File: config.mk
export PLATFORM = sky130hd
export DESIGN_NAME = beam_reg_commit
export DESIGN_NICKNAME = d
export VERILOG_FILES = /design/src/rtl/beam_reg_commit.sv
export SDC_FILE = /design/constraint.sdc
export NUM_CORES = 1
export LEC_CHECK = 0
export BUFFER_PORTS_ARGS = -buffer_cell sky130_fd_sc_hd__buf_2
export CAP_MARGIN = 40
export CELL_PAD_IN_SITES_DETAIL_PLACEMENT = 1
export CELL_PAD_IN_SITES_GLOBAL_PLACEMENT = 2
export CORE_ASPECT_RATIO = 1.5
export CORE_MARGIN = 2
export CORE_UTILIZATION = 50
export DETAILED_ROUTE_END_ITERATION = 10
export PLACE_DENSITY_LB_ADDON = 0.1
export SLEW_MARGIN = 10
export SYNTH_ARGS = -nofsm -noshare
export SYNTH_HDL_FRONTEND = slang
export SYNTH_SLANG_ARGS = --single-unit
File: constraint.sdc
create_clock -name clk -period 5.1 [get_ports clk]
set_clock_uncertainty 0.15 [all_clocks]
set_input_delay 1.02 -clock clk [delete_from_list [all_inputs] [get_ports clk]]
set_output_delay 1.02 -clock clk [all_outputs]
set_load 0.005 [all_outputs]
File: src/rtl/beam_reg_commit.sv
// Defers CPU writes to the beam-timing registers ($1C0-$1E4) and commits them as one burst
// at end of frame; all other register writes pass straight through to the beamcounter.
module beam_reg_commit #(
   parameter int unsigned DEPTH = 16,
   parameter int unsigned AW    = 4
) (
   input  logic          clk,
   input  logic          _reset,
   input  logic          clk7_en,
   input  logic          defer_en,
   input  logic          cpu_wr,
   input  logic [7:0]    cpu_reg_address_in,
   input  logic [15:0]   cpu_data_in,
   input  logic          eof,
   output logic [7:0]    reg_address_out,
   output logic [15:0]   data_out,
   output logic          wr_out,
   output logic          busy,
   output logic [AW:0]   pending,
   output logic          overflow
);

   typedef enum logic [1:0] {IDLE, ARMED, DRAIN} state_t;

   state_t          state_q, state_d;
   logic [AW-1:0]   wr_ptr_q, wr_ptr_d;
   logic [AW-1:0]   rd_ptr_q, rd_ptr_d;
   logic [AW:0]     count_q, count_d;
   logic            ovf_q, ovf_d;
   logic            defer_q, defer_d;
   logic            wr_q, wr_d;
   logic [7:0]      addr_q, addr_d;
   logic [15:0]     data_q, data_d;
   logic [23:0]     mem_q [DEPTH];

   logic in_range, deferred, clr_cmd, pass, full, push, pop, flush;

   always_comb begin
      in_range = (cpu_reg_address_in >= 8'hE0) && (cpu_reg_address_in <= 8'hF2);
      deferred = cpu_wr && defer_en && in_range;
      clr_cmd  = cpu_wr && !deferred && (cpu_reg_address_in == 8'hFF);
      pass     = cpu_wr && !deferred && !clr_cmd;
      full     = (count_q == (AW+1)'(DEPTH));
      push     = deferred && !full;
      // A pass-through write takes the output port; the drain simply stalls a slot.
      pop      = (state_q == DRAIN) && !pass && (count_q != '0);
      flush    = defer_q && !defer_en;

      wr_ptr_d = wr_ptr_q;
      rd_ptr_d = rd_ptr_q;
      ovf_d    = ovf_q;
      addr_d   = addr_q;
      data_d   = data_q;
      wr_d     = 1'b0;
      defer_d  = defer_en;
      state_d  = state_q;

      if (pass) begin
         wr_d   = 1'b1;
         addr_d = cpu_reg_address_in;
         data_d = cpu_data_in;
      end else if (pop) begin
         wr_d     = 1'b1;
         addr_d   = mem_q[rd_ptr_q][23:16];
         data_d   = mem_q[rd_ptr_q][15:0];
         rd_ptr_d = rd_ptr_q + AW'(1);
      end

      if (push)
         wr_ptr_d = wr_ptr_q + AW'(1);

      if (deferred && full)
         ovf_d = 1'b1;
      else if (clr_cmd)
         ovf_d = 1'b0;

      count_d = count_q + (AW+1)'(push) - (AW+1)'(pop);

      case (state_q)
         IDLE:    if (push) state_d = ARMED;
         ARMED:   if (eof || flush) state_d = DRAIN;
         DRAIN:   if (count_d == '0) state_d = IDLE;
         default: state_d = IDLE;
      endcase
   end

   always_ff @(posedge clk or negedge _reset) begin
      if (!_reset) begin
         state_q  <= IDLE;
         wr_ptr_q <= '0;
         rd_ptr_q <= '0;
         count_q  <= '0;
         ovf_q    <= 1'b0;
         defer_q  <= 1'b0;
         wr_q     <= 1'b0;
         addr_q   <= '0;
         data_q   <= '0;
      end else if (clk7_en) begin
         state_q  <= state_d;
         wr_ptr_q <= wr_ptr_d;
         rd_ptr_q <= rd_ptr_d;
         count_q  <= count_d;
         ovf_q    <= ovf_d;
         defer_q  <= defer_d;
         wr_q     <= wr_d;
         addr_q   <= addr_d;
         data_q   <= data_d;
      end
   end

   // Storage needs no reset: the pointers and count define which entries are valid.
   always_ff @(posedge clk) begin
      if (clk7_en && push)
         mem_q[wr_ptr_q] <= {cpu_reg_address_in, cpu_data_in};
   end

   assign reg_address_out = addr_q;
   assign data_out        = data_q;
   assign wr_out          = wr_q;
   assign busy            = (state_q != IDLE);
   assign pending         = count_q;
   assign overflow        = ovf_q;

endmodule

=== Word level (Yosys, flattened, before mapping) ===
Memory sizes are Yosys's and may differ from the RTL's.
Index checks and enable logic that the tools add are counted.

* Magnitude comparators: 2
* Reductions and logical operators: 29
* Muxes and demuxes: 14
* $add $sub $neg: 4
* Bitwise logic cells: 1
* Eq/ne operators: 7

{| class="wikitable"
|+ Operators by type and width
! cell !! number
|-
| 16-bit two-way mux || 2
|-
| 8-bit two-way mux || 2
|-
| 1-bit logical AND || 12
|-
| 4-bit by 1-bit adder with 4-bit output, second input constant || 2
|-
| 8-bit == test, second input constant || 1
|-
| 8-bit greater-or-equal comparator, second input constant || 1
|-
| 8-bit less-or-equal comparator, second input constant || 1
|-
| 1-bit two-way mux || 6
|-
| 2-bit two-way mux || 3
|-
| 2-bit case mux with 3 select lines || 1
|-
| 2-bit AND reduction || 3
|-
| 2-bit nonzero test || 3
|-
| 5-bit by 1-bit adder with 5-bit output || 1
|-
| 5-bit == test, second input constant || 1
|-
| 1-bit zero test || 5
|-
| 5-bit zero test || 1
|-
| 5-bit nonzero test || 1
|-
| 5-bit by 1-bit subtractor with 5-bit output || 1
|-
| 2-bit != test, second input constant || 2
|-
| 4-bit AND reduction || 1
|-
| 3-bit AND reduction || 1
|-
| 2-bit by 1-bit == test with 1-bit output, second input constant || 1
|-
| 2-bit == test, second input constant || 1
|-
| 2-bit zero test || 1
|-
| 3 further kinds || 3
|}

* Logic and storage cells: 67
* Output and inout port bits: 32
* Memories: 1
* Input port bits: 30
* Bits in writable memories: 384
* Register bits: 42

{| class="wikitable"
|+ Memory list
! memory !! depth !! width !! read ports !! clocked after memory_dff !! write ports !! line !! RTL
|-
| mem_q || 16 || 24 || 1 || 0 || 1 || 34 || <nowiki>logic [23:0] mem_q [DEPTH];</nowiki>
|}

=== Depth between registers and ports, before layout ===
Gate-level depths: netlist (run 1).

* Word-level depth: 15
* Depth in mapped cells: 15
* Mapped depth without buffers: 15

=== Worst setup path after synthesis (run 1) ===
No wires, ideal clock.

* Path kind: in2reg
* From: in cpu_reg_address_in[0]
* To: reg count_q[4] (netlist: pending[4])
* Buffers on the path: 0
* Stages: 14
* Data arrival time: 3,444 ps
* Data required time: 4,825 ps
* Path slack: 1,381 ps
* Setup time: 125 ps
* Cell sequence: a211o_1 -> a21oi_4 -> nor3_1 -> nor2b_1 -> ha_1 -> inv_1 -> ha_1 -> inv_1 -> fa_1 -> nand2b_1 -> a21oi_1 -> o21a_1 -> o21ai_0 -> xnor2_1

* Longest elaborated chain between the ends: 12
* Elaborated cells on any way between the ends: 16
* Those cells by class: 2 x add/sub; 2 x order compare; 1 x eq/ne; 11 x reduce/logical

{| class="wikitable"
|+ RTL lines
! element !! line !! RTL
|-
| start, declared || 12 || <nowiki>input logic [7:0] cpu_reg_address_in,</nowiki>
|-
| branches (longest 11 deep; another with 8-bit greater-or-equal comparator) || n/a ||
|-
| 5-bit by 1-bit subtractor with 5-bit output * || 77 || <nowiki>count_d = count_q + (AW+1)'(push) - (AW+1)'(pop);</nowiki>
|-
| end signal, assigned || 102 || <nowiki>count_q <= count_d;</nowiki>
|-
| end, declared || 28 || <nowiki>logic [AW:0] count_q, count_d;</nowiki>
|}

Mark *: on every way between the ends.
A chain may end at the register's enable or synchronous reset.

=== Worst setup path in the final report (run 1) ===
* From: in cpu_reg_address_in[3]
* To: reg count_q[4] (netlist: pending[4])

Same word-level chain as after synthesis.

==> results of run 1 <==
[final timing paths]
| check | from | to | slack, ns | cells after the start |
|---|---|---|---|---|
| max reg2reg | pending[3]$_DFFE_PN0P_ | pending[4]$_DFFE_PN0P_ | 1.44 | 15 |
| max in group asynchronous | _reset | rd_ptr_q[0]$_DFFE_PN0P_ | 3.59 | 2 |
| min | _reset | wr_out$_DFFE_PN0P_ | 0.31 | 1 |
| max | cpu_reg_address_in[3] | pending[4]$_DFFE_PN0P_ | 1.25 | 16 |
| min in group clk | reg_address_out[7]$_DFFE_PN0P_ | reg_address_out[7]$_DFFE_PN0P_ | 0.34 | 2 |
| min reg2reg | reg_address_out[7]$_DFFE_PN0P_ | reg_address_out[7]$_DFFE_PN0P_ | 0.34 | 2 |
[through the flow]
| stage | setup WS [ns] | area (um^2) | hold slack, ns |
|---|---|---|---|
| 2_1_floorplan | 1.381 | 16630 | 0.3212 |
| 3_5_place_dp | 0.6715 | 17550 | 0.3219 |
| 6_report | 1.246 | 18840 | 0.3108 |
| 3_3_place_gp | 0.8264 | 17440 | 0.3209 |
| 5_1_grt | 0.9581 | 18840 | 0.3302 |
| 4_1_cts | 1.247 | 18830 | 0.3099 |
[power by group through the flow]
stage / Sequential, uW / Combinational (uW) / Clock, uW
floorplan: 4100 / 1660 / 0
detailed placement: 4260 / 2220 / 0
finish: 4170 / 2180 / 2920
CTS: 4180 / 2230 / 2980
global route: 4210 / 2370 / 3090
global placement: 4240 / 2050 / 0
[placed cells by master, fill, tap and decap left out, drive strengths merged, types with 3 or more instances in the layout]
cell / synthesis / final
a21oi: 29 / 29
a221o: 19 / 19
a22oi: 48 / 48
and2: 19 / 19
buf: 23 / 91
clkbuf: 20 / 57
clkinv: 0 / 16
dfrtp: 42 / 42
edfxtp: 384 / 384
ha: 11 / 11
inv: 15 / 16
mux2: 3 / 3
mux4: 96 / 96
nand2: 15 / 15
nand3: 6 / 6
nand4: 4 / 4
nor2: 9 / 9
nor2b: 4 / 4
nor3: 5 / 5
nor3b: 3 / 3
o21a: 3 / 3
o21ai: 14 / 14
xnor2: 7 / 7
[flip-flops by register name, indices dropped and copies added, names as in the netlist]
name             flops
data_out            16
defer_q              1
mem_q              384
overflow             1
pending              5
rd_ptr_q             4
reg_address_out      8
state_q              2
wr_out               1
wr_ptr_q             4
[worst max-delay path, stage by stage]
cell,delay [ns]
buf_2,0.34
nand4_1,0.24
nor3_2,0.38
nor3_1,0.08
buf_4,0.17
nor2b_1,0.11
ha_1,0.23
inv_1,0.06
ha_1,0.15
inv_1,0.06
fa_1,0.42
nand2b_1,0.16
a21oi_1,0.26
o21a_1,0.15
o21ai_0,0.11
xnor2_1,0.16
[cells by family (layout without fill, tap and decap cells)]
family / after synthesis / in the layout
flops: 426 / 426
other cells: 0 / 1
simple gates: 71 / 71
compound gates: 120 / 120
mux: 101 / 101
xor+xnor: 10 / 10
buf+inv: 58 / 182
fa+ha+maj: 12 / 12
[per-layer routing]
layer,vias to the layer above,share of wire [%]
li1,3509,-
met3,77,5.2
met5,-,0
met4,0,3.3
met1,4522,39
met2,268,52
[layout make-up]
class	instances	area, um^2	share of cell area, %
inverters	15	56.30	0.2989
clock buffers	57	1149	6.098
well taps	415	519.2	2.757
multi-input cells	314	3771	20.02
repair buffers	91	610.6	3.242
flip-flops and latches	426	12590	66.84
diodes	1	2.502	0.01329
clock inverters	19	137.6	0.7307
==> key figures, run 1 <==
STA
  • Slew at the pin closest to its max-slew limit: 0.7973 ns
  • Rel. slew slack: between 40 and 50%
  • Max-slew violation count: 0
  • Final setup violation count: 0
  • Final Cycle Share: between 70% and 80%
  • RSZ-0062 raised after global routing: false
  • Sum Neg Setup Slack: 0 ns
  • Period minus WS final: between 3 and 4 ns
  • Highest clock rate: about 260 MHz
  • Final hold violations: 0

GRT
  • Maximum number of pins on one net before global-route repair: approximately 40
  • Met3 Use GR: between 3 and 4%
  • All-Layer GR Usage: a little under a quarter
  • GR peak layer: met2
  • Met2 track demand over resource: around two fifths
  • First-pass GRT wire length: 58.71 mm
  • Met1 GRT Util: approximately 30%
  • Total grt overflow: 0
  • Initial antenna violation count: 1
  • Vias in the first global route: a little over 9000

Pwr
  • Switching share of power: 27.38%
  • Sw power: ~2500 uW
  • Pwr/cell area: roughly 500 nW/um^2
  • Leakage: between 0.006 and 0.007 uW
  • VDD IR max: between 0.3 and 0.4 mV
  • Internal: about 6700 uW
  • Flop pwr share: about 45%
  • Clock power frac: a little under a third
  • Overall power: 9269 uW
  • Combinational share of power: a little under a quarter

Placed design
  • Routability Congestion: 0.7501
  • DP HPWL: around 22 mm
  • Placed instance count: 1261
  • PortBufs: 61

Die
  • Initial Util: 50.80%
  • Chip height: 227.4 um
  • Die width: around 150 um
  • # rows: 81
  • IO Count: just over 60
  • Core Region: 32740 um^2
  • Die Area: ~35000 um^2

Critical path
  • CP max FO: 19
  • CP Capture Type: register
  • WP data arrival: around 4.1 ns
  • Setup crit start kind: input port
  • Critical path type: input port to register
  • Required time of the critical path: roughly 5.4 ns

Synthesis
  • Main combinational cell family by area after synthesis: multiplexers
  • Ys flop type: edfxtp_1
  • Synth Area in Simple Gates: ~2.4%
  • Dominant cells by area after synthesis: edfxtp_1, mux4_2, dfrtp_1
  • FF+latch count, synth: roughly 430
  • Xor and xnor area share after synthesis: less than 1%
  • Post-synth EDFFs: approximately 380
  • Syn Nets: 840
  • Top cell type's share of synthesized area: a little over two thirds
  • Synth async-reset ratio: 9.859%
  • Post-synthesis sequential area ratio: between 70% and 80%
  • Mux cell area share after synthesis: 13.32%
  • Mapped Cells: 798
  • Count leader, synth: edfxtp_1
  • Synth Cell Area: around 17000 um^2
  • Post-Synth Adder-Cell Area: less than 1%
  • YS warnings: 0
  • Area leader, netlist: edfxtp_1
  • Synth Area in Compound Gates: between 5 and 6%
  • Synth cell count leaders: edfxtp_1, mux4_2, a22oi_1, dfrtp_1, a21oi_1
  • Synth Area per Inst: 20.84 um^2
  • Distinct cell type count after synthesis: between 40 and 50

Hold path
  • Hold crit path type: input port to async pin

Clock tree
  • Post CTS Setup Buffer Count: 0
  • Clock slew at reported path FFs: roughly 0.06 ns
  • TritonCTS Sinks: 426
  • Num CTS Buffers: between 40 and 50
  • Worst-case clock buffer depth: 3
  • TritonCTS clock tree: built
  • Number of hold buffers added after cts: 0
  • CTS Root Cell: clkbuf_16
  • H-tree levels: 2
  • Post_cts resized: 0
  • Worst skew pair latency: around 0.54 ns

Final layout
  • # fillers: 2867
  • Post-Layout Cell Count: ~1300
  • P&R area growth vs syn: 13.26%
  • Final Core Density: between 50% and 60%
  • Fin nets: about 930
  • Ratio of cells with drive above 1 in the final layout: ~28%

Detailed routing
  • Antenna-violating nets left: 0
  • Vias after detailed routing: 8376
  • Number of remaining DRC errors: 0
  • Drt via density: between 6 and 7
  • 1st-pass router iterations: 5
  • Total wire length: about 40 mm
  • Detailed Route Iter0 Violations: a little under 600
  • DR WL/cell: between 20 and 30 um

Run
  • Max_cap viols: 0

Outcome
  • Status: finished clean
(Power assumes the default switching activity.)
==> run 2, diff against run 1 <==
--- a/config.mk
+++ b/config.mk
@@ -11,7 +11,7 @@
 export CELL_PAD_IN_SITES_GLOBAL_PLACEMENT = 2
 export CORE_ASPECT_RATIO = 1.5
 export CORE_MARGIN = 2
-export CORE_UTILIZATION = 50
+export CORE_UTILIZATION = 49
 export DETAILED_ROUTE_END_ITERATION = 10
 export PLACE_DENSITY_LB_ADDON = 0.1
 export SLEW_MARGIN = 10
==> constraint.sdc (replaced) <==
create_clock -name clk -period 3.91 [get_ports clk]
set_clock_uncertainty 0.15 [all_clocks]
set_input_delay 0.782 -clock clk [delete_from_list [all_inputs] [get_ports clk]]
set_output_delay 0.782 -clock clk [all_outputs]
set_load 0.005 [all_outputs]
==> key figures, run 2 (same netlist as run 1, synthesis figures left out) <==
STA
  • Rel. slew slack: 41.06%
  • RSZ-0062 raised after global routing: false
  • Max-slew violation count: 0
  • WHS: between 0.3 and 0.4 ns
  • Slew at the pin closest to its max-slew limit: approximately 0.9 ns
  • Highest clock rate: 271.4 MHz
  • Sum Neg Setup Slack: 0 ns
  • Final hold violations: 0
  • Setup WS post-layout: roughly 0.23 ns
  • Period minus WS final: roughly 3.7 ns
  • Final setup violation count: 0
  • Final Cycle Share: 94.23%

Pwr
  • Clock power frac: roughly a third
  • Combinational share of power: around a quarter
  • Pwr/cell area: roughly 640 nW/um^2
  • Flop pwr share: roughly 45%
  • VDD IR max: 0.3823 mV
  • Sw power: between 3000 and 4000 uW
  • Internal: roughly 8800 uW
  • Switching share of power: a little over a quarter
  • Leakage: 0.006414 uW

Critical path
  • CP max FO: 6
  • WP data arrival: approximately 4.0 ns
  • Required time of the critical path: approximately 4.2 ns
  • Worst R2R Setup Slack: roughly 0.23 ns
  • Setup crit start kind: register
  • CP Capture Type: register
  • Critical path type: register to register

Run
  • Max_cap viols: 0

Clock tree
  • Worst-case clock buffer depth: 3
  • Post CTS Setup Buffer Count: 0
  • TritonCTS clock tree: built
  • CTS Root Cell: clkbuf_16
  • Post_cts resized: 0
  • Number of hold buffers added after cts: 1
  • TritonCTS Sinks: between 400 and 500
  • Num CTS Buffers: 39
  • H-tree levels: 2
  • Worst skew pair latency: 0.54 ns
  • Clock slew at reported path FFs: about 0.06 ns

Detailed routing
  • Antenna-violating nets left: 0
  • DR WL/cell: ~30 um
  • Total wire length: 40.72 mm
  • Vias after detailed routing: approximately 8500
  • 1st-pass router iterations: 4
  • Drt via density: 6.253
  • Detailed Route Iter0 Violations: approximately 650
  • Met3 routed WL: 1.803 mm
  • Wl on met1: between 15 and 20 mm
  • Number of remaining DRC errors: 0
  • Met2 WL: 21.54 mm
  • Top layer in use: met4

Die
  • IO Count: 62
  • Chip height: ~230 um
  • Core Region: about 33000 um^2
  • # rows: around 80
  • Die Area: roughly 35000 um^2
  • Die width: about 150 um
  • Initial Util: 49.72%

Final layout
  • Commonest non-fill, non-tap cell in the layout: edfxtp_1
  • Largest register FFs: 384
  • # fillers: between 2000 and 3000
  • Ratio of cells with drive above 1 in the final layout: between 20% and 30%
  • P&R area growth vs syn: 15.25%
  • Diodes inserted: 0
  • Fin nets: roughly 950
  • Most frequent cells in the layout: edfxtp_1, mux4_2, buf_2
  • Top reg by flops: mem_q

Placed design
  • PortBufs: 61
  • DP HPWL: between 20 and 25 mm
  • Routability Congestion: 0.7498
  • Worst slack at placement: -0.1118 ns

Hold path
  • Hold crit path type: register to register

GRT
  • Initial antenna violation count: 0
  • Vias in the first global route: 9340
  • All-Layer GR Usage: between 20% and 30%
  • Maximum number of pins on one net before global-route repair: 53
  • Total grt overflow: 0
  • First-pass GRT wire length: between 60 and 70 mm

Outcome
  • Status: finished clean
[run 2: changes by cell type in the layout (fill, tap and decap cells not counted), sizes merged]
| cell | delta |
|---|---|
| clkbuf | -7 |
| dlygate4sd3 | +1 |
| clkinvlp | +1 |
| buf | +17 |
| bufinv | +2 |
| clkinv | -3 |
| diode | -1 |
[run 2: power by group through the flow]
stage	Sequential [uW]	Combinational [uW]	Clock [uW]
floorplan	5340	2170	0
global placement	5540	2820	0
detailed placement	5550	2950	0
CTS	5460	2970	3910
global route	5490	3140	4050
finish	5450	2920	3840
[run 2: stage by stage]
stage	instances	power (uW)	instance area [um^2]	utilization, %
6_report	1353	12200	19170	57.31
5_1_grt	1353	12680	19170	57.31
4_1_cts	1353	12340	19170	57.31
3_5_place_dp	1283	8505	17890	53.48
3_3_place_gp	1280	8353	17840	53.33
2_1_floorplan	798	7515	16630	-
[run 2: layer usage]
layer / GRT usage, % / vias to the layer above
met3: 2.630 / 76
met5: 0 / -
met4: 7.726 / 0
li1: - / 3548
met2: 41.80 / 259
met1: 30.72 / 4577
[run 2: worst paths after layout]
check	start	cells past startpoint	endpoint
setup / recovery	pending[3]$_DFFE_PN0P_	15	state_q[1]$_DFFE_PN0P_
hold / removal	reg_address_out[4]$_DFFE_PN0P_	2	reg_address_out[4]$_DFFE_PN0P_
setup reg to reg	pending[3]$_DFFE_PN0P_	15	state_q[1]$_DFFE_PN0P_
hold reg to reg	reg_address_out[4]$_DFFE_PN0P_	2	reg_address_out[4]$_DFFE_PN0P_
max in group asynchronous	_reset	4	data_out[7]$_DFFE_PN0P_
min in group asynchronous	_reset	2	pending[4]$_DFFE_PN0P_
[run 2: area by class of cell]
cell class	instances	area, um^2	area share, %
Sequential cell	426	12590	65.68
Multi-Input combinational cell	314	3754	19.58
Clock buffer	50	1070	5.581
Timing Repair Buffer	109	970.9	5.066
Tap cell	420	525.5	2.742
Clock inverter	19	201.4	1.051
Inverter	15	56.30	0.2938
[run 2: worst max-delay path: stages (launching register included)]
cell      delay (ns)
dfrtp_1         0.45
inv_1           0.11
ha_1            0.16
or4b_1          0.50
and2_4          0.22
nor2b_1         0.13
ha_1            0.29
inv_1           0.06
ha_1            0.16
inv_1           0.06
fa_1            0.43
nand2b_1        0.16
a21oi_1         0.26
nor2_1          0.09
xnor3_1         0.19
a31oi_1         0.17
==> run 3, diff against run 2 <==
--- a/config.mk
+++ b/config.mk
@@ -13,7 +13,9 @@
 export CORE_MARGIN = 2
 export CORE_UTILIZATION = 49
 export DETAILED_ROUTE_END_ITERATION = 10
+export MAX_ROUTING_LAYER = met4
 export PLACE_DENSITY_LB_ADDON = 0.1
+export REMOVE_ABC_BUFFERS = 1
 export SLEW_MARGIN = 10
 export SYNTH_ARGS = -nofsm -noshare
 export SYNTH_HDL_FRONTEND = slang
==> key figures, run 3 (same netlist as run 1, synthesis figures left out) <==
Outcome
  • Status: finished clean

Placed design
  • Worst slack at placement: between 0.015 and 0.02 ns
  • DP HPWL: about 22 mm
  • PortBufs: a little over 60
  • Placed instance count: 1274
  • Routability Congestion: roughly 0.79

Critical path
  • WP data arrival: ~3.9 ns
  • Reg2Reg Depth: 15
  • RR Endpoint: pending[4]$_DFFE_PN0P_
  • FF-to-FF Start: pending[3]$_DFFE_PN0P_
  • CP max FO: 6
  • Critical Path Sink: pending[4]$_DFFE_PN0P_
  • Critical path type: register to register
  • Worst R2R Setup Slack: ~0.27 ns
  • Required time of the critical path: between 4 and 5 ns
  • CP Capture Type: register
  • Setup crit start kind: register
  • Crit path launch: pending[3]$_DFFE_PN0P_

STA
  • Setup WS post-layout: about 0.27 ns
  • Slew at the pin closest to its max-slew limit: between 0.7 and 0.8 ns
  • RSZ-0062 raised after global routing: false
  • Max-slew violation count: 0
  • Final Cycle Share: about 93%
  • Highest clock rate: approximately 270 MHz
  • Final hold violations: 0
  • Rel. slew slack: ~51%
  • Period minus WS final: between 3 and 4 ns
  • Final setup violation count: 0

Pwr
  • Leakage: ~0.0064 uW
  • Pwr/cell area: between 600 and 700 nW/um^2
  • Overall power: approximately 12000 uW
  • VDD IR max: ~0.35 mV

GRT
  • Total grt overflow: 0
  • First-pass GRT wire length: 59.07 mm
  • Vias in the first global route: 9232
  • All-Layer GR Usage: a little under a quarter
  • Initial antenna violation count: 0
  • Maximum number of pins on one net before global-route repair: 46

Final layout
  • Largest register FFs: between 300 and 400
  • Most frequent cells in the layout: edfxtp_1, mux4_2, buf_2
  • Top reg by flops: mem_q
  • Fin nets: about 940
  • Ratio of cells with drive above 1 in the final layout: between 20 and 30%
  • Commonest non-fill, non-tap cell in the layout: edfxtp_1
  • P&R area growth vs syn: 14.78%
  • Post-Layout Cell Count: about 1300
  • Diodes inserted: 0

Clock tree
  • H-tree levels: 2
  • TritonCTS Sinks: 426
  • Num CTS Buffers: 40
  • Clock slew at reported path FFs: 0.06 ns
  • Worst skew pair latency: 0.54 ns
  • TritonCTS clock tree: built
  • Number of hold buffers added after cts: 0
  • CTS Root Cell: clkbuf_16
  • Worst-case clock buffer depth: 3

Detailed routing
  • Wl on met1: about 15 mm
  • Drt via density: between 6 and 7
  • Total wire length: 38.99 mm
  • Number of remaining DRC errors: 0
  • Detailed Route Iter0 Violations: around 600
  • Met2 WL: ~21 mm
  • Met3 routed WL: approximately 1.4 mm
  • Antenna-violating nets left: 0
  • 1st-pass router iterations: 4
  • DR WL/cell: just under 30 um
  • Top layer in use: met4
  • Vias after detailed routing: slightly above 8000

Die
  • # rows: 82
  • Initial Util: approximately 50%
  • Die width: about 150 um
  • Die Area: roughly 35000 um^2
  • Chip height: between 200 and 250 um
  • IO Count: 62
  • Core Region: about 33000 um^2

Run
  • Max_cap viols: 0

Hold path
  • Hold crit path type: input port to async pin
[run 3: cell type report]
type,instances,area (um^2)
Clock buffer,59,1164
Timing Repair Buffer,99,840.8
Clock inverter,15,153.9
Multi-Input combinational cell,314,3759
Tap cell,420,525.5
Fill cell,2880,14360
Inverter,15,56.30
Sequential cell,426,12590
[run 3: worst max-delay path: stages, from the launching register on]
cell and delay [ns]:
dfrtp_1 0.44, inv_1 0.11, ha_1 0.17, or4b_1 0.51
and2_4 0.22, nor2b_1 0.13, ha_1 0.30, inv_1 0.06
ha_1 0.16, inv_1 0.06, fa_1 0.43, nand2b_1 0.18
a21oi_2 0.20, o21a_1 0.13, o21ai_0 0.10, xnor2_1 0.16
[run 3: power breakdown]
part	total, uW	leakage [uW]	internal (uW)	switching, uW
Clock	3900	0.000646	2270	1630
Sequential	5430	0.00397	5130	304
Combinational	2830	0.00175	1440	1390
Total	12200	0.00637	8840	3320
[run 3: worst min-delay path by stage]
| stage | start | slack (ns) | endpoint |
|---|---|---|---|
| final | _reset | 0.16 | data_out[7]$_DFFE_PN0P_ |
| after global routing | _reset | 0.18 | data_out[13]$_DFFE_PN0P_ |
| after CTS | _reset | 0.16 | data_out[7]$_DFFE_PN0P_ |
| after detailed placement | reg_address_out[7]$_DFFE_PN0P_ | 0.33 | reg_address_out[7]$_DFFE_PN0P_ |
| after global placement | reg_address_out[3]$_DFFE_PN0P_ | 0.32 | reg_address_out[3]$_DFFE_PN0P_ |
| after floorplan | reg_address_out[3]$_DFFE_PN0P_ | 0.32 | reg_address_out[3]$_DFFE_PN0P_ |
[run 3: routing by layer]
metal	global-route usage, %	vias up
met2	41.34	196
met4	7.668	0
met3	3.160	79
li1	-	3516
met1	28.48	4429
met5	-	-
[run 3: timing repair]
item | 4_1_cts | 5_1_grt
buffers inserted | 0 | 0
resized for setup | 0 | 1
endpoints found under the setup margin | 0 | 2
[run 3: metrics by stage]
stage               TNS [ns]  hold WS, ns  util (%)  instance area [um^2]
floorplan             -34.87       0.3233         -                 16380
global placement           0       0.3237     53.12                 17770
detailed placement         0       0.3292     53.12                 17770
CTS                        0       0.1628     57.06                 19080
global route               0       0.1776     57.07                 19090
finish                     0       0.1581     57.07                 19090
